### config.mk
export PLATFORM = sky130hd
export DESIGN_NAME = div_sequencer
export DESIGN_NICKNAME = d
export VERILOG_FILES = /design/src/rtl/div_sequencer_pkg.sv /design/src/rtl/Sub.sv /design/src/rtl/div_sequencer.sv
export SDC_FILE = /design/constraint.sdc
export NUM_CORES = 1
export LEC_CHECK = 0
export BUFFER_PORTS_ARGS = -buffer_cell sky130_fd_sc_hd__buf_4
export CAP_MARGIN = 40
export CORE_UTILIZATION = 40
export DETAILED_ROUTE_END_ITERATION = 8
export HOLD_SLACK_MARGIN = 0.06
export PLACE_DENSITY = 0.68
export SYNTH_ARGS = -nofsm -noshare
export SYNTH_HDL_FRONTEND = slang
export SYNTH_SLANG_ARGS = --single-unit
### constraint.sdc
create_clock -name clk -period 11.35 [get_ports clk]
set_clock_uncertainty 0.1 [all_clocks]
set_input_delay 0 -clock clk [delete_from_list [all_inputs] [get_ports clk]]
set_output_delay 0 -clock clk [all_outputs]
set_load 0.005 [all_outputs]
### src/rtl/div_sequencer_pkg.sv
// rtl/div_sequencer_pkg.sv - state encoding and constants for the DIV/DIVU sequencer
package div_sequencer_pkg;

    localparam logic [2:0] IDLE  = 3'd0;
    localparam logic [2:0] ABS_A = 3'd1;
    localparam logic [2:0] ABS_B = 3'd2;
    localparam logic [2:0] ITER  = 3'd3;
    localparam logic [2:0] FIX_Q = 3'd4;
    localparam logic [2:0] FIX_R = 3'd5;
    localparam logic [2:0] DONE  = 3'd6;

    localparam int          ITERS        = 32;
    localparam logic [31:0] DBZ_QUOTIENT = 32'hFFFF_FFFF;

endpackage

### src/rtl/Sub.sv
// rtl/Sub.sv - 32-bit subtractor res = sr - tg - bin with borrow (CF) and signed overflow (OF)
module Sub (
    input  logic [31:0] sr,
    input  logic [31:0] tg,
    input  logic        bin,
    output logic [31:0] res,
    output logic        CF,
    output logic        OF
);

    assign {CF, res} = {1'b0, sr} - {1'b0, tg} - {32'b0, bin};
    assign OF        = (sr[31] ^ tg[31]) & (sr[31] ^ res[31]);

endmodule

### src/rtl/div_sequencer.sv
// rtl/div_sequencer.sv - multi-cycle restoring DIV/DIVU controller time-sharing one Sub unit
module div_sequencer
    import div_sequencer_pkg::*;
#(
    parameter int WIDTH = 32,
    parameter int ITERS = div_sequencer_pkg::ITERS
) (
    input  logic             clk,
    input  logic             rst_n,
    input  logic             start,
    input  logic             is_signed,
    input  logic [WIDTH-1:0] dividend,
    input  logic [WIDTH-1:0] divisor,
    output logic             busy,
    output logic             done,
    output logic [WIDTH-1:0] quotient,
    output logic [WIDTH-1:0] remainder,
    output logic             div_by_zero
);

    logic [2:0]       state_q, state_d;
    logic [4:0]       cnt_q, cnt_d;
    logic [WIDTH-1:0] a_q, a_d, b_q, b_d, orig_a_q, orig_a_d;
    logic [WIDTH-1:0] r_q, r_d, q_q, q_d;
    logic [WIDTH-1:0] quot_q, quot_d, rem_q, rem_d;
    logic             signed_q, signed_d, neg_q_q, neg_q_d, neg_r_q, neg_r_d;
    logic             dbz_q, dbz_d;

    logic [WIDTH-1:0] sub_sr, sub_tg, sub_res, partial;
    logic             sub_cf, sub_of_unused, success;

    Sub u_sub (
        .sr  (sub_sr),
        .tg  (sub_tg),
        .bin (1'b0),
        .res (sub_res),
        .CF  (sub_cf),
        .OF  (sub_of_unused)
    );

    assign partial = {r_q[WIDTH-2:0], q_q[WIDTH-1]};
    // A set shifted-out bit means the partial remainder already exceeds any divisor.
    assign success = r_q[WIDTH-1] | ~sub_cf;

    always_comb begin
        sub_sr = '0;
        sub_tg = '0;
        case (state_q)
            ABS_A:   sub_tg = a_q;
            ABS_B:   sub_tg = b_q;
            ITER: begin
                sub_sr = partial;
                sub_tg = b_q;
            end
            FIX_Q:   sub_tg = q_q;
            FIX_R:   sub_tg = r_q;
            default: sub_tg = '0;
        endcase
    end

    always_comb begin
        state_d  = state_q;
        cnt_d    = cnt_q;
        a_d      = a_q;
        b_d      = b_q;
        orig_a_d = orig_a_q;
        r_d      = r_q;
        q_d      = q_q;
        quot_d   = quot_q;
        rem_d    = rem_q;
        signed_d = signed_q;
        neg_q_d  = neg_q_q;
        neg_r_d  = neg_r_q;
        dbz_d    = dbz_q;
        case (state_q)
            IDLE: begin
                if (start) begin
                    a_d      = dividend;
                    b_d      = divisor;
                    orig_a_d = dividend;
                    signed_d = is_signed;
                    neg_q_d  = is_signed & (dividend[WIDTH-1] ^ divisor[WIDTH-1]);
                    neg_r_d  = is_signed & dividend[WIDTH-1];
                    state_d  = ABS_A;
                end
            end
            ABS_A: begin
                if (signed_q && a_q[WIDTH-1]) a_d = sub_res;
                state_d = ABS_B;
            end
            ABS_B: begin
                if (signed_q && b_q[WIDTH-1]) b_d = sub_res;
                r_d     = '0;
                q_d     = a_q;
                cnt_d   = '0;
                state_d = ITER;
            end
            ITER: begin
                r_d = success ? sub_res : partial;
                q_d = {q_q[WIDTH-2:0], success};
                if (cnt_q == 5'(ITERS - 1)) state_d = FIX_Q;
                else                        cnt_d   = cnt_q + 5'd1;
            end
            FIX_Q: begin
                if (neg_q_q) q_d = sub_res;
                state_d = FIX_R;
            end
            FIX_R: begin
                // Results are registered here so they are already visible during DONE.
                if (neg_r_q) r_d = sub_res;
                dbz_d   = (b_q == '0);
                quot_d  = dbz_d ? DBZ_QUOTIENT : q_q;
                rem_d   = dbz_d ? orig_a_q : r_d;
                state_d = DONE;
            end
            DONE:    state_d = IDLE;
            default: state_d = IDLE;
        endcase
    end

    always_ff @(posedge clk) begin
        if (!rst_n) begin
            state_q  <= IDLE;
            cnt_q    <= '0;
            a_q      <= '0;
            b_q      <= '0;
            orig_a_q <= '0;
            r_q      <= '0;
            q_q      <= '0;
            quot_q   <= '0;
            rem_q    <= '0;
            signed_q <= 1'b0;
            neg_q_q  <= 1'b0;
            neg_r_q  <= 1'b0;
            dbz_q    <= 1'b0;
        end else begin
            state_q  <= state_d;
            cnt_q    <= cnt_d;
            a_q      <= a_d;
            b_q      <= b_d;
            orig_a_q <= orig_a_d;
            r_q      <= r_d;
            q_q      <= q_d;
            quot_q   <= quot_d;
            rem_q    <= rem_d;
            signed_q <= signed_d;
            neg_q_q  <= neg_q_d;
            neg_r_q  <= neg_r_d;
            dbz_q    <= dbz_d;
        end
    end

    assign busy        = (state_q != IDLE) && (state_q != DONE);
    assign done        = (state_q == DONE);
    assign quotient    = quot_q;
    assign remainder   = rem_q;
    assign div_by_zero = dbz_q;

endmodule

==> results.md, run 1 <==
- htree depth: 1
- RD Place Congestion: 0.967
- maximum fanout along the worst path: 68
- worst hold path cell count: 4
- fraction of registers with async set/reset: 0%
- path depth of the worst reg2reg path: 17
- commonest cells after routing, fill and taps aside: 256 x sky130_fd_sc_hd__nand2_1, 236 x sky130_fd_sc_hd__dfxtp_1, 202 x sky130_fd_sc_hd__a21oi_1, 158 x sky130_fd_sc_hd__nor2_1, 158 x sky130_fd_sc_hd__buf_4
- maximum clock rate: 0.177 GHz
- status: complete, no violations
- Yosys Warn Count: 0
- number of unique standard cell types used by synthesis: 81
- number of max-slew violations in the final report: 0
- count of buffers inserted at the top-level ports: 134
- total wire length after detailed routing: 49400 um
- setup repair after global routing missed its margin: no
- Clock Path Buffers: 3
- Die Span X: 182 um
- vias in the first global route: 12600
- post-layout minimum cycle time: 5.64 ns
- cell leakage power: 6.39 nW
- maximum ir drop on the vdd rail: 0.108 mV
- sum of negative setup slack: 0 ns
- CTS tree: yes
- synthesis-to-finish area growth: 22.5%
- Antenna diodes: 0
- Required @ worst endpoint: 11.65 ns
- Slew @ Worst Pin: 0.914 ns
- Overall Global Routing Usage: 28.9%
- number of flops mapped to enable cells by yosys: 0
- Rel. slew slack: 38.6%
- Critical Path Start Type: flip-flop
- total clock buffers created by CTS: 28
- period utilisation layout: 49.7%
- synthesis-stage register bit count: 236
- areal power density over the cells: 159 mW/mm^2
- Max Cap Viol: 0
- Arr. time, crit path: 5.94 ns
- Layout Cell Area excl Fill: 0.0158 mm^2
- Post-synth top flop: sky130_fd_sc_hd__dfxtp_1
- antenna violations before repair: 1
- IO Pins: 135
- area of the mapped netlist: 0.0129 mm^2
- clk root buf: sky130_fd_sc_hd__clkbuf_16
- number of nets in the layout: 1901
- clock slew at reported path FFs: 0.06 ns
- Starting Density: 40.8%
- count of nets left with antenna violations after detail routing: 0
- Final Hold Violating Endpoints: 0
- residual overflow from global routing: 0
- hpwl dp: 33200 um
- worst hold path type: in -> reg
- Placeable Area: 0.0316 mm^2
- DRC errors left: 0
- global-route wire length before repair: 75300 um
- wire length per cell: 22.3 um
- leading cell type in the layout, fill and taps excluded: sky130_fd_sc_hd__nand2_1
- synthesized net count: 1791
- via count: 14000
- Setup violations, final: 0
- Sinks on Clock Net: 236
- dpl cell area: 0.0142 mm^2
- detailed router's first-iteration violation count: 1734
- per-cell via count in the routed design: 6.30
- count of TritonRoute iterations in the first routing pass: 5
- pin count of the biggest net entering global routing: 76
- number of filler cells placed in the layout: 3072
- FP Rows: 65
- Setup crit end kind: flip-flop
- critical path class: reg -> reg
- Avg Cell Area, Syn: 7.66 um^2
- fraction of layout cells with a size suffix above 1: 13.3%
- fraction of the yosys area taken by sequential cells: 36.6%
- gate count of the mapped netlist: 1688
- number of post-CTS setup repair buffers: 0
- die boundary height: 182 um
- clock latency reported for the late side of the worst-skew pair: 0.58 ns
- Die Footprint: 0.0330 mm^2
-- where the power goes --
part / leakage (nW) / internal [W] / switching, W / total, W
Combinational: 3.99 / 0.000193 / 0.000391 / 0.000583
Sequential: 1.92 / 0.000876 / 0.0000512 / 0.000927
Clock: 0.482 / 0.000621 / 0.000382 / 0.00100
Total: 6.39 / 0.00169 / 0.000824 / 0.00251
-- cells by family (layout without fill, tap and decap cells) --
family,Yosys count,in the layout,synth area share (%)
and+or+nand+nor,577,577,19.7
muxes,15,15,1.18
buffers and inverters,165,295,5.02
xor gates and xnor gates,22,22,1.55
adders and majority gates,35,35,3.45
DFF,236,236,36.6
AOI/OAI and AO/OA,638,638,32.5
-- through the flow --
step                utilization [%]  hold slack (ns)  instances  total power (W)  setup slack [ns]
floorplan                         -           0.0360       1688          0.00128              7.17
global placement               44.4            0.151       2098          0.00147              6.03
detailed placement             44.7            0.169       2103          0.00148              5.85
CTS                            50.0            0.123       2220          0.00249              5.81
global route                   50.0            0.152       2220          0.00259              5.45
finish                         50.0            0.123       2220          0.00251              5.71
-- synth_stat cells, types with 3 or more instances --
cell type	instances	share of area, %
sky130_fd_sc_hd__ha_1	34	3.3
sky130_fd_sc_hd__and3_1	38	1.8
sky130_fd_sc_hd__buf_2	5	0.19
sky130_fd_sc_hd__a311oi_1	28	1.9
sky130_fd_sc_hd__dfxtp_1	236	37
sky130_fd_sc_hd__buf_4	4	0.23
sky130_fd_sc_hd__nor4_1	9	0.44
sky130_fd_sc_hd__nor3b_1	4	0.23
sky130_fd_sc_hd__o21a_1	5	0.29
sky130_fd_sc_hd__a211oi_1	18	1.0
sky130_fd_sc_hd__inv_1	14	0.41
sky130_fd_sc_hd__and2_1	10	0.48
sky130_fd_sc_hd__o21ai_0	131	5.1
sky130_fd_sc_hd__or3_1	8	0.39
sky130_fd_sc_hd__mux2i_1	13	1.0
sky130_fd_sc_hd__o22ai_1	8	0.39
sky130_fd_sc_hd__a21boi_1	4	0.23
sky130_fd_sc_hd__nor2_1	161	4.7
sky130_fd_sc_hd__a31oi_1	22	1.1
sky130_fd_sc_hd__nor2b_1	12	0.58
sky130_fd_sc_hd__nand2b_1	12	0.58
sky130_fd_sc_hd__clkbuf_1	130	3.8
sky130_fd_sc_hd__o21ai_1	4	0.15
sky130_fd_sc_hd__nor3_1	17	0.66
sky130_fd_sc_hd__o211ai_1	27	1.6
sky130_fd_sc_hd__nand2_1	259	7.5
sky130_fd_sc_hd__o31ai_1	9	0.52
sky130_fd_sc_hd__o311ai_0	3	0.20
sky130_fd_sc_hd__xnor2_1	15	1.0
sky130_fd_sc_hd__nand4_1	10	0.48
sky130_fd_sc_hd__a21o_1	14	0.81
sky130_fd_sc_hd__a221oi_1	61	4.1
sky130_fd_sc_hd__xor2_1	6	0.41
sky130_fd_sc_hd__a21oi_1	203	7.9
sky130_fd_sc_hd__o31a_1	3	0.20
sky130_fd_sc_hd__nand3_1	24	0.93
sky130_fd_sc_hd__a22o_1	33	2.2
sky130_fd_sc_hd__a22oi_1	30	1.7
sky130_fd_sc_hd__buf_1	10	0.29
-- what timing repair did --
item                      in CTS  in global routing
hold endpoints to repair     138                  0
hold buffers                  67                  0
resized for setup              0                  0
-- sequential cells by signal, summed over array words and instances, names as in the netlist, 5 cells and up --
name and count:
a_q 32, b_q 32, cnt_q 5, orig_a_q 32, q_q 32, quotient 32, r_q 32, remainder 32
-- cell type report --
cell class | count | area (um^2) | area share, %
clock buffers | 37 | 744 | 4.70
clock inverters | 13 | 263 | 1.66
inverters | 15 | 58.8 | 0.371
multi-input cells | 1287 | 7580 | 47.9
flip-flops and latches | 236 | 4720 | 29.8
well taps | 402 | 503 | 3.18
repair buffers | 230 | 1950 | 12.3
-- critical path, stage by stage (launching register included) --
cell	delay, ns
sky130_fd_sc_hd__dfxtp_1	0.45
sky130_fd_sc_hd__nor2b_1	0.39
sky130_fd_sc_hd__and2_2	0.51
sky130_fd_sc_hd__buf_4	0.66
sky130_fd_sc_hd__a22oi_1	0.14
sky130_fd_sc_hd__nand2_1	0.12
sky130_fd_sc_hd__ha_1	0.23
sky130_fd_sc_hd__fa_1	0.24
sky130_fd_sc_hd__nor2b_1	0.08
sky130_fd_sc_hd__o31a_1	0.34
sky130_fd_sc_hd__o31a_1	0.32
sky130_fd_sc_hd__o2111ai_2	0.25
sky130_fd_sc_hd__a21oi_2	0.12
sky130_fd_sc_hd__nor3_4	0.27
sky130_fd_sc_hd__or2_1	0.50
sky130_fd_sc_hd__buf_4	0.37
sky130_fd_sc_hd__mux2i_1	0.23
sky130_fd_sc_hd__o22ai_1	0.10
-- routing by layer --
layer	up-vias	GRT usage [%]	share of wire (%)
li1	6410	-	-
met1	6712	42.8	44
met2	770	41.4	42
met3	88	7.18	12
met4	0	6.78	2.2
met5	-	0	0
-- final timing paths --
kind                start            to  slack (ns)
max            state_q[2]        r_q[6]        5.71
min           divisor[29]       b_q[29]        0.12
max reg2reg    state_q[2]        r_q[6]        5.71
min reg2reg  orig_a_q[19]  orig_a_q[19]        0.36
(Power assumes the default switching activity.)
==> run 2, diff against run 1 <==
clock period = 5.4 ns   (was 11.35 ns; I/O delays follow)
==> run 2 against run 1 <==
Against the previous run: sequential power grew 110%; sequential cell count is the same; critical endpoint is now b_q[29]; critical path type unchanged; combinational power grew 120%; sequential share of layout area shrank 0.35 points; hold slack gained 0.029 ns; largest cell class unchanged; wire length grew 0.75%; clock-buffer cell count shrank 2; clock power grew 99%; highest routed layer unchanged.
==> results.md, run 2 (synthesis results as in run 1) <==
- commonest cells after routing, fill and taps aside: 257 x sky130_fd_sc_hd__nand2_1, 236 x sky130_fd_sc_hd__dfxtp_1, 202 x sky130_fd_sc_hd__a21oi_1, 182 x sky130_fd_sc_hd__buf_4, 158 x sky130_fd_sc_hd__nor2_1
- clock latency reported for the late side of the worst-skew pair: 0.57 ns
- total wire length after detailed routing: 49800 um
- DRC errors left: 0
- CTS tree: yes
- sum of negative setup slack: 0 ns
- critical path class: reg -> reg
- worst hold path cell count: 4
- count of buffers inserted at the top-level ports: 134
- die boundary height: 182 um
- pin count of the biggest net entering global routing: 73
- Slew @ Worst Pin: 0.880 ns
- path depth of the worst reg2reg path: 16
- detailed router's first-iteration violation count: 1665
- setup repair after global routing missed its margin: no
- post-layout minimum cycle time: 5.27 ns
- Critical Path Start Type: flip-flop
- non-filler cells in the finished layout: 2252
- Sinks on Clock Net: 236
- Starting Density: 40.8%
- Layout Cell Area excl Fill: 0.0160 mm^2
- WHS: 0.152 ns
- per-cell via count in the routed design: 6.23
- maximum clock rate: 0.190 GHz
- htree depth: 1
- worst hold path endpoint: orig_a_q[20]
- setup slack of the most critical reg-to-reg path: 0.13 ns
- min setup slack post-route: 0.127 ns
- total clock buffers created by CTS: 28
- status: complete, no violations
- leading cell type in the layout, fill and taps excluded: sky130_fd_sc_hd__nand2_1
- Setup violations, final: 0
- Antenna diodes: 0
- FP Rows: 65
- FF-to-FF Start: state_q[2]
- number of max-slew violations in the final report: 0
- fraction of layout cells with a size suffix above 1: 14.6%
- RD Place Congestion: 0.978
- clk root buf: sky130_fd_sc_hd__clkbuf_16
- global-route wire length before repair: 75600 um
- via count: 14000
- period utilisation layout: 97.7%
- residual overflow from global routing: 0
- IO Pins: 135
- number of nets in the layout: 1932
- maximum ir drop on the vdd rail: 0.191 mV
- number of placed cells counting well taps: 2125
- Die Span X: 182 um
- wire length per cell: 22.1 um
- maximum fanout along the worst path: 57
- vias in the first global route: 12700
- Hold Crit Start: dividend[20]
- count of nets left with antenna violations after detail routing: 0
- Rel. slew slack: 40.9%
- antenna violations before repair: 0
- cell leakage power: 6.53 nW
- Setup crit end kind: flip-flop
- endpoint of the worst register-to-register path: b_q[29]
- Clock Path Buffers: 3
- area of combinational cells with multiple inputs: 0.00758 mm^2
- worst hold path type: in -> reg
- Placeable Area: 0.0316 mm^2
- Storage cell area: 0.00472 mm^2
- Final Hold Violating Endpoints: 0
- number of filler cells placed in the layout: 3056
- clock slew at reported path FFs: 0.06 ns
- Required @ worst endpoint: 5.76 ns
- hpwl dp: 34600 um
- dpl cell area: 0.0143 mm^2
- count of TritonRoute iterations in the first routing pass: 6
- Die Footprint: 0.0330 mm^2
- Arr. time, crit path: 5.63 ns
- areal power density over the cells: 327 mW/mm^2
- synthesis-to-finish area growth: 24.0%
- Overall Global Routing Usage: 29.2%
- Max Cap Viol: 0
- post-place setup slack: 0.551 ns
[run 2: cell count changes in the layout (fill, tap and decap cells not counted), moves of 2 or more]
cell and change:
sky130_fd_sc_hd__clkbuf_1 -7, sky130_fd_sc_hd__buf_4 +24, sky130_fd_sc_hd__clkinv_4 +2, sky130_fd_sc_hd__dlygate4sd3_1 +9, sky130_fd_sc_hd__clkinvlp_4 +2, sky130_fd_sc_hd__clkbuf_8 +4
sky130_fd_sc_hd__bufinv_16 -4, sky130_fd_sc_hd__clkinv_2 +5
[run 2: per-stage QoR]
| step | util, % | power [W] |
|---|---|---|
| floorplan | - | 0.00269 |
| global placement | 45.0 | 0.00317 |
| detailed placement | 45.2 | 0.00318 |
| CTS | 50.6 | 0.00520 |
| global route | 50.6 | 0.00540 |
| finish | 50.6 | 0.00523 |
[run 2: critical path, stage by stage, from the launching register on]
cell and delay [ns]:
sky130_fd_sc_hd__dfxtp_1 0.44, sky130_fd_sc_hd__nor2b_1 0.48, sky130_fd_sc_hd__nor2b_4 0.26, sky130_fd_sc_hd__buf_12 0.27, sky130_fd_sc_hd__a22o_1 0.27, sky130_fd_sc_hd__a221oi_1 0.08
sky130_fd_sc_hd__ha_1 0.40, sky130_fd_sc_hd__and2_4 0.18, sky130_fd_sc_hd__and3_1 0.21, sky130_fd_sc_hd__and2_1 0.17, sky130_fd_sc_hd__a211oi_4 0.35, sky130_fd_sc_hd__a2111oi_4 0.15
sky130_fd_sc_hd__o21a_2 0.27, sky130_fd_sc_hd__o41ai_4 0.33, sky130_fd_sc_hd__xor2_2 0.44, sky130_fd_sc_hd__o21ai_1 0.13, sky130_fd_sc_hd__dlygate4sd3_1 0.57
[run 2: timing repair]
action                                  4_1_cts  5_1_grt
endpoints found under the hold margin       150        0
buffers inserted                              0        0
hold buffers                                 76        0
endpoints found under the setup margin        0        1
resized for setup                             0        1
[run 2: worst max-delay path by stage]
stage	startpoint	to	cells past startpoint
3_3_place_gp	state_q[2]	r_q[22]	15
5_1_grt	state_q[2]	b_q[29]	16
3_5_place_dp	state_q[2]	remainder[30]	14
2_1_floorplan	state_q[2]	r_q[27]	17
4_1_cts	state_q[2]	b_q[29]	16
6_report	state_q[2]	b_q[29]	16
[run 2: final cells by class]
class	count	area share [%]
Sequential cell	236	29.5
Tap cell	402	3.14
Timing Repair Buffer	261	13.6
Multi-Input combinational cell	1287	47.3
Clock inverter	16	1.08
Inverter	15	0.367
Clock buffer	35	4.98
[run 2: where the power goes]
part	leakage, nW	switching (W)	internal (W)	total (W)
combinational	4.14	0.000830	0.000460	0.00129
sequential	1.92	0.000114	0.00184	0.00196
clock	0.473	0.000801	0.00119	0.00199
[run 2: per-layer routing]
metal | GRT usage, % | wire [um]
met1 | 43.4 | 22100
met2 | 41.0 | 20200
met3 | 6.66 | 5950
met4 | 9.69 | 1510
met5 | 0 | 0
